## src/rtl/pipe_pkg.sv

```systemverilog
// Shared constants and types for parametrised pipeline boundary registers.
// Control bit positions follow the {MemWrite, MemtoReg, RegWrite} layout.
package pipe_pkg;

    localparam int unsigned CTRL_REGWRITE = 0;
    localparam int unsigned CTRL_MEMTOREG = 1;
    localparam int unsigned CTRL_MEMWRITE = 2;

    localparam int unsigned PIPE_CTRL_W = 3;
    localparam int unsigned PIPE_RD_W   = 5;

    // Side-effecting bits that must never survive in an invalid slot
    localparam logic [PIPE_CTRL_W-1:0] KILL_MASK_DEFAULT =
        PIPE_CTRL_W'((1 << CTRL_MEMWRITE) | (1 << CTRL_REGWRITE));

    localparam int unsigned ZERO_REG_DEFAULT = 31;

    typedef struct packed {
        logic                   valid;
        logic [PIPE_CTRL_W-1:0] ctrl;
        logic [PIPE_RD_W-1:0]   rd;
    } stage_hdr_t;

endpackage

```

## src/rtl/pipe_stage_slice.sv

```systemverilog
// One pipeline register stage: async clear, hold, bubble load or normal load.
// Control is masked on capture whenever the captured slot is not valid.
module pipe_stage_slice #(
    parameter int unsigned      DATA_W    = 64,
    parameter int unsigned      N_DATA    = 2,
    parameter int unsigned      CTRL_W    = 3,
    parameter int unsigned      RD_W      = 5,
    parameter logic [CTRL_W-1:0] KILL_MASK = 3'b101
) (
    input  logic                     clk,
    input  logic                     reset,
    input  logic                     i_hold,
    input  logic                     i_bubble,
    input  logic                     i_valid,
    input  logic [N_DATA*DATA_W-1:0] i_data,
    input  logic [CTRL_W-1:0]        i_ctrl,
    input  logic [RD_W-1:0]          i_rd,
    output logic                     o_valid,
    output logic [N_DATA*DATA_W-1:0] o_data,
    output logic [CTRL_W-1:0]        o_ctrl,
    output logic [RD_W-1:0]          o_rd
);

    localparam int unsigned DW = N_DATA * DATA_W;

    logic              w_load_valid;
    logic [DW-1:0]     w_load_data;
    logic [CTRL_W-1:0] w_load_ctrl;
    logic [RD_W-1:0]   w_load_rd;

    logic              r_valid;
    logic [DW-1:0]     r_data;
    logic [CTRL_W-1:0] r_ctrl;
    logic [RD_W-1:0]   r_rd;

    // A flush bubble clears payload; a plain invalid slot keeps data/rd for debug
    always_comb begin
        w_load_valid = i_valid & ~i_bubble;
        w_load_data  = i_bubble ? '0 : i_data;
        w_load_rd    = i_bubble ? '0 : i_rd;
        w_load_ctrl  = w_load_valid ? i_ctrl : (i_ctrl & ~KILL_MASK);
    end

    always_ff @(posedge clk or posedge reset) begin
        if (reset) begin
            r_valid <= 1'b0;
            r_data  <= '0;
            r_ctrl  <= '0;
            r_rd    <= '0;
        end else if (!i_hold) begin
            r_valid <= w_load_valid;
            r_data  <= w_load_data;
            r_ctrl  <= w_load_ctrl;
            r_rd    <= w_load_rd;
        end
    end

    assign o_valid = r_valid;
    assign o_data  = r_data;
    assign o_ctrl  = r_ctrl;
    assign o_rd    = r_rd;

endmodule

```

## src/rtl/pipe_stage_reg.sv

```systemverilog
// Parametrised multi-stage pipeline boundary register with stall/flush,
// effective RegWrite for the forwarding unit and a saturating stall counter.
module pipe_stage_reg
    import pipe_pkg::*;
#(
    parameter int unsigned       DATA_W      = 64,
    parameter int unsigned       N_DATA      = 2,
    parameter int unsigned       CTRL_W      = 3,
    parameter int unsigned       RD_W        = 5,
    parameter int unsigned       DEPTH       = 1,
    parameter logic [CTRL_W-1:0] KILL_MASK   = CTRL_W'(KILL_MASK_DEFAULT),
    parameter int unsigned       ZERO_REG    = ZERO_REG_DEFAULT,
    parameter int unsigned       STALL_CNT_W = 16
) (
    input  logic                     clk,
    input  logic                     reset,
    input  logic                     stall,
    input  logic                     flush,
    input  logic                     valid_in,
    input  logic [N_DATA*DATA_W-1:0] data_in,
    input  logic [CTRL_W-1:0]        control_in,
    input  logic [RD_W-1:0]          rd_in,
    output logic                     valid_out,
    output logic [N_DATA*DATA_W-1:0] data_out,
    output logic [CTRL_W-1:0]        control_out,
    output logic [RD_W-1:0]          rd_out,
    output logic                     regwrite_eff,
    output logic [STALL_CNT_W-1:0]   stall_cnt
);

    localparam int unsigned DW = N_DATA * DATA_W;

    logic              w_hold;
    logic              w_valid [DEPTH];
    logic [DW-1:0]     w_data  [DEPTH];
    logic [CTRL_W-1:0] w_ctrl  [DEPTH];
    logic [RD_W-1:0]   w_rd    [DEPTH];

    logic [STALL_CNT_W-1:0] r_stall_cnt;

    // Flush overrides stall, so the whole chain advances on a flush edge
    assign w_hold = stall & ~flush;

    for (genvar k = 0; k < DEPTH; k++) begin : g_stage
        if (k == 0) begin : g_first
            pipe_stage_slice #(
                .DATA_W    (DATA_W),
                .N_DATA    (N_DATA),
                .CTRL_W    (CTRL_W),
                .RD_W      (RD_W),
                .KILL_MASK (KILL_MASK)
            ) u_slice (
                .clk      (clk),
                .reset    (reset),
                .i_hold   (w_hold),
                .i_bubble (flush),
                .i_valid  (valid_in),
                .i_data   (data_in),
                .i_ctrl   (control_in),
                .i_rd     (rd_in),
                .o_valid  (w_valid[k]),
                .o_data   (w_data[k]),
                .o_ctrl   (w_ctrl[k]),
                .o_rd     (w_rd[k])
            );
        end else begin : g_next
            pipe_stage_slice #(
                .DATA_W    (DATA_W),
                .N_DATA    (N_DATA),
                .CTRL_W    (CTRL_W),
                .RD_W      (RD_W),
                .KILL_MASK (KILL_MASK)
            ) u_slice (
                .clk      (clk),
                .reset    (reset),
                .i_hold   (w_hold),
                .i_bubble (1'b0),
                .i_valid  (w_valid[k-1]),
                .i_data   (w_data[k-1]),
                .i_ctrl   (w_ctrl[k-1]),
                .i_rd     (w_rd[k-1]),
                .o_valid  (w_valid[k]),
                .o_data   (w_data[k]),
                .o_ctrl   (w_ctrl[k]),
                .o_rd     (w_rd[k])
            );
        end
    end

    always_ff @(posedge clk or posedge reset) begin
        if (reset) begin
            r_stall_cnt <= '0;
        end else if (w_hold && (r_stall_cnt != '1)) begin
            r_stall_cnt <= r_stall_cnt + STALL_CNT_W'(1);
        end
    end

    assign valid_out   = w_valid[DEPTH-1];
    assign data_out    = w_data[DEPTH-1];
    assign control_out = w_ctrl[DEPTH-1];
    assign rd_out      = w_rd[DEPTH-1];
    assign stall_cnt   = r_stall_cnt;

    // XZR suppression only on the output view; the stored rd stays visible
    assign regwrite_eff = valid_out & control_out[CTRL_REGWRITE]
                        & (rd_out != RD_W'(ZERO_REG));

endmodule

```

## config.mk

```make
export PLATFORM = sky130hd
export DESIGN_NAME = pipe_stage_reg
export DESIGN_NICKNAME = d
export VERILOG_FILES = /design/src/rtl/pipe_pkg.sv /design/src/rtl/pipe_stage_slice.sv /design/src/rtl/pipe_stage_reg.sv
export SDC_FILE = /design/constraint.sdc
export NUM_CORES = 1
export LEC_CHECK = 0
export ABC_AREA = 0
export BUFFER_PORTS_ARGS = -buffer_cell sky130_fd_sc_hd__buf_2
export CORE_ASPECT_RATIO = 0.6
export CORE_MARGIN = 2
export CORE_UTILIZATION = 42
export CTS_CLUSTER_DIAMETER = 40
export DETAILED_ROUTE_END_ITERATION = 12
export GPL_TIMING_DRIVEN = 1
export PLACE_DENSITY = 0.84
export SETUP_SLACK_MARGIN = 0.5
export SLEW_MARGIN = 20
export SYNTH_ARGS = -nofsm -noshare
export SYNTH_HDL_FRONTEND = slang
export SYNTH_SLANG_ARGS = --single-unit
```

## constraint.sdc

```tcl
create_clock -name clk -period 4 [get_ports clk]
set_input_delay 0 -clock clk [delete_from_list [all_inputs] [get_ports clk]]
set_output_delay 0 -clock clk [all_outputs]
set_load 0.05 [all_outputs]
```

* Word level (Yosys, flattened, before mapping)
Index checks and enable logic that the tools add are counted.
** Storage, ports and cells
- Register bits :: 153
- Input bits :: 141
- Output and inout bits :: 154
- Logic and storage cells :: 17
** Cells by class
- Add/sub/neg operators :: 1
- Equal/unequal tests :: 2
- Multiplexer cells :: 3
- Bitwise operators :: 5
- Reduce and logical (&&, ||, !) cells :: 1
** Operators by type and width (count)
- $mux 128 :: 1
- $add 16x1->16 const B :: 1
- $ne 16x16->1 const B :: 1
- $mux 5 :: 1
- $ne 5x5->1 const B :: 1
- $and 1x1->1 :: 4
- $mux 3 :: 1
- $logic_and 1x1->1 :: 1
- $not 1->1 :: 1

* Logic depth before layout (Yosys ltp)
- Word-level depth :: 3
- Depth in mapped cells :: 5
- Mapped depth without buffers :: 5

* Modules after synthesis
From an unflattened synthesis, not the netlist that was laid out.
** Unflattened totals
- Cell total of the unflattened synthesis :: 390
- Area total of the unflattened synthesis :: 5695.5 sq um
** Modules (own cells, without submodules)
- pipe_stage_slice :: times used 1, cells each 314, area an instance 4872.2 sq um, seq. area each 3428.3 sq um
- pipe_stage_reg :: times used 1, cells each 76, area an instance 823.3 sq um, seq. area each 400.4 sq um

* Least setup slack after synthesis
OpenSTA, ideal clock, no wires.
- Kind :: register to register
- Start :: register r_stall_cnt[0], in the netlist stall_cnt[0]
- End :: register r_stall_cnt[1], in the netlist stall_cnt[1]
- Setup time :: 0.125 ns
- Arrival time :: 1.887 ns
- Required time :: 3.875 ns
- Setup slack :: 1.988 ns
- Stages on the path, launching flop included :: 6
- Buffers on the path :: 0
- Clock period less this slack :: 2.012 ns
- Cells stage by stage :: dfrtp_1 ha_1 nand2_1 nor4_4 a21boi_2 mux2_4
** On the way
- Longest elaborated chain between the ends :: 2
- Elaborated cells on any way between the ends :: 3
- Those cells by class :: add/sub: 1; eq/ne: 1; reduce/logical: 1
** RTL lines
- start: declaration :: RTL line pipe_stage_reg.sv:39 : logic [STALL_CNT_W-1:0] r_stall_cnt;
- start signal: assignment :: RTL line pipe_stage_reg.sv:94 : r_stall_cnt <= r_stall_cnt + STALL_CNT_W'(1);
- branches (longest 2 deep; another with $add 16x1->16)
Several ways; the timed one is not identified.
A chain may end at the register's enable or synchronous reset.

* Final worst setup path
Ends and elaborated chain as after synthesis.

==> metrics.txt <==
first-pass GRT wire length between 30000 and 40000 microns; Clk pin slew, worst setup/hold paths 0.06 ns; drt first pass iters 5; DR vias/cell 4.88; CP arrival 2.14 ns; total grt overflow 0; DRC viols 0; Tcrit/Tclk final 0.463; Antenna Nets Post-Route 0; global routing's busiest layer met2; grt met1 use 0.294; PwrDens 440 nW/um^2; Wirelength per Cell between 15 and 20 microns; Root Driver clkbuf_16; Bufs on Longest Clock Path 2; final wirelength 19500 microns; Final TNS setup 0 ns; Most used DFF post-synth dfrtp_1; Final min period 1.85 ns; Clock Latency Late Sink approximately 0.41 ns; largest net degree at the start of global routing 103; chip width 162 microns; Post-DP HPWL ~11000 microns; quantity of gates resized following cts 0; Final Non-Filler Cells 1157; PortBufs 294; r2r worst-path depth 5; Worst R2R End stall_cnt[1]$_DFFE_PP0P_; Pleak approximately 5.5 nW; met2 usage 0.439; peak supply drop 0.000272 V; part of the Yosys area used for sequential elements 0.612; Die Area 15900 sq um; setup bufs post-CTS 0; die height 98.6 microns; Synth cell types 28; Crit Path Class reg -> reg; Hold WC Path Type in -> reg; Hold Path Stages 4; Syn Area/Cell 12.0 sq um; gpl congestion 0.776; Ys Warns 0; initial core utilization 0.430; multi-input combinational cell area between 2000 and 2500 sq um; Max Cap Viol 0; vias in the first global route 6050; actual transition at the worst max-transition pin 0.860 ns; worst hold endpoint g_stage[0].g_first.u_slice.o_valid$_DFFE_PP0N_; CP required ~4.3 ns; Synth Net Count 663; Finish-stage setup viols 0; core area approximately 15000 sq um; Yosys reg bits 153; Post-synth EDFFs 0; r2r startpoint stall_cnt[0]$_DFFE_PP0P_; CTS tree done; First DRT Iteration DRCs 248; clk_skew 0.00888 ns; Worst Setup Start Kind flop; Hold Startpoint valid_in; Pwr Total 4.34 mW; RSZ-0062 raised after global routing false; DP Cell Count about 990; site row count 34; Final Hold Fails 0; status completed; CTS sink count 153; Synth Cell Area 6260 sq um; Slew HR 0.425; max frequency 0.540 GHz; ANT cells 0; Final nets 1088; cells after synthesis 521; register area 3830 sq um; Core Util, Final 0.678; met3 usage 0.0648; Worst Path Max Fanout 9; FFs w/ async S/R, synth 1.00; H-tree depth 4; Final Max Tran Viols 0; initial antenna violation count 0; Ports 295; Inserted Clock Buffers 17; via count 5646; CP Capture Type flop; GRT Overall Usage 0.247; Fillers approximately 1100; Reg2Reg Setup Slack 2.15 ns; area grow syn2layout 57.6%; share of cells above drive strength 1 0.353
-- per-stage QoR --
stage | hold slack, ns | instance area [sq um] | worst slack (ns)
finish | 0.0457 | 9870 | 2.15
global route | 0.0539 | 9870 | 2.01
CTS | 0.0266 | 9870 | 2.12
detailed placement | 0.209 | 7910 | 2.14
global placement | 0.210 | 7910 | 2.19
floorplan | 0.150 | 6260 | 1.99
-- sequential cells by signal (all words and copies together) (netlist names) --
| name | count |
|---|---|
| g_stage.g_first.u_slice.o_data | 128 |
| g_stage.g_first.u_slice.o_ctrl | 3 |
| g_stage.g_first.u_slice.o_valid | 1 |
| stall_cnt | 16 |
| g_stage.g_first.u_slice.o_rd | 5 |
-- where the power goes --
| group | internal (mW) | leakage (nW) | total, mW | switching (mW) |
|---|---|---|---|---|
| clock | 0.884 | 0.290 | 1.58 | 0.693 |
| sequential | 1.66 | 2.03 | 1.75 | 0.0900 |
| combinational | 0.334 | 3.21 | 1.01 | 0.680 |
| total | 2.88 | 5.52 | 4.34 | 1.46 |
-- per-layer routing --
layer / part of all wire / wire, microns
met5: 0 / 0
met4: 0.022 / 434
met3: 0.064 / 1250
met2: 0.51 / 9930
met1: 0.40 / 7860
-- layout by cell type, fill, tap and decap left out, types with 2 or more instances in the layout --
master           n
buf_4            5
mux2i_1        133
nor4_1           2
mux2_2           2
inv_8            3
and3_1           4
nand4_2          2
dfrtp_1        153
clkinv_2         2
o31ai_1          2
nor2_1         139
nand2_1         13
dlygate4sd3_1  138
clkinv_4         2
clkbuf_16       17
xor2_1          10
nor3_1           7
nand4_1          3
buf_2          292
inv_6            7
a21oi_1          7
-- timing repair --
action	in CTS	in global routing
setup endpoints to repair	0	0
hold buffers	138	0
hold endpoints to repair	174	0
-- final cells by class --
class                           count  area share
Clock buffer                       17      0.0431
Timing Repair Buffer              437       0.295
Tap cell                          198      0.0251
Inverter                            2     0.00114
Clock inverter                     15      0.0155
Sequential cell                   153       0.388
Multi-Input combinational cell    335       0.232
-- cells by family after synthesis --
| logic type | Yosys count | synth area share |
|---|---|---|
| fa+ha+maj | 1 | 0.00200 |
| flops | 153 | 0.612 |
| simple gates | 175 | 0.118 |
| mux | 136 | 0.219 |
| buf+inv | 33 | 0.0226 |
| compound gates | 13 | 0.0132 |
| xor+xnor | 10 | 0.0140 |
-- cell usage after synthesis, types with 2 or more instances --
master / instances / area [sq um]
a21oi_1: 7 / 35.0
and3_1: 4 / 25.0
buf_1: 4 / 15.0
buf_2: 14 / 70.1
clkbuf_1: 13 / 48.8
dfrtp_1: 153 / 3830
inv_1: 2 / 7.51
mux2_2: 2 / 22.5
mux2i_1: 133 / 1330
nand2_1: 13 / 48.8
nand4_1: 3 / 18.8
nand4_2: 2 / 25.0
nor2_1: 139 / 522
nor3_1: 7 / 35.0
nor4_1: 2 / 12.5
o31ai_1: 2 / 15.0
xor2_1: 10 / 87.6
-- critical path, stage by stage, from the launching register on --
cell	delay (ns)
dfrtp_1	0.41
ha_1	0.21
nand2_1	0.10
nor4_4	0.54
a21boi_2	0.16
mux2_4	0.32
-- worst max-delay path by stage --
stage / startpoint / end / cells past startpoint
2_1_floorplan: stall_cnt[0]$_DFFE_PP0P_ / stall_cnt[1]$_DFFE_PP0P_ / 5
3_3_place_gp: stall_cnt[0]$_DFFE_PP0P_ / stall_cnt[1]$_DFFE_PP0P_ / 5
3_5_place_dp: stall_cnt[0]$_DFFE_PP0P_ / stall_cnt[1]$_DFFE_PP0P_ / 5
4_1_cts: stall_cnt[0]$_DFFE_PP0P_ / stall_cnt[1]$_DFFE_PP0P_ / 5
5_1_grt: stall_cnt[0]$_DFFE_PP0P_ / stall_cnt[1]$_DFFE_PP0P_ / 5
6_report: stall_cnt[0]$_DFFE_PP0P_ / stall_cnt[1]$_DFFE_PP0P_ / 5
Note: power is estimated with default switching activity, not from simulation.
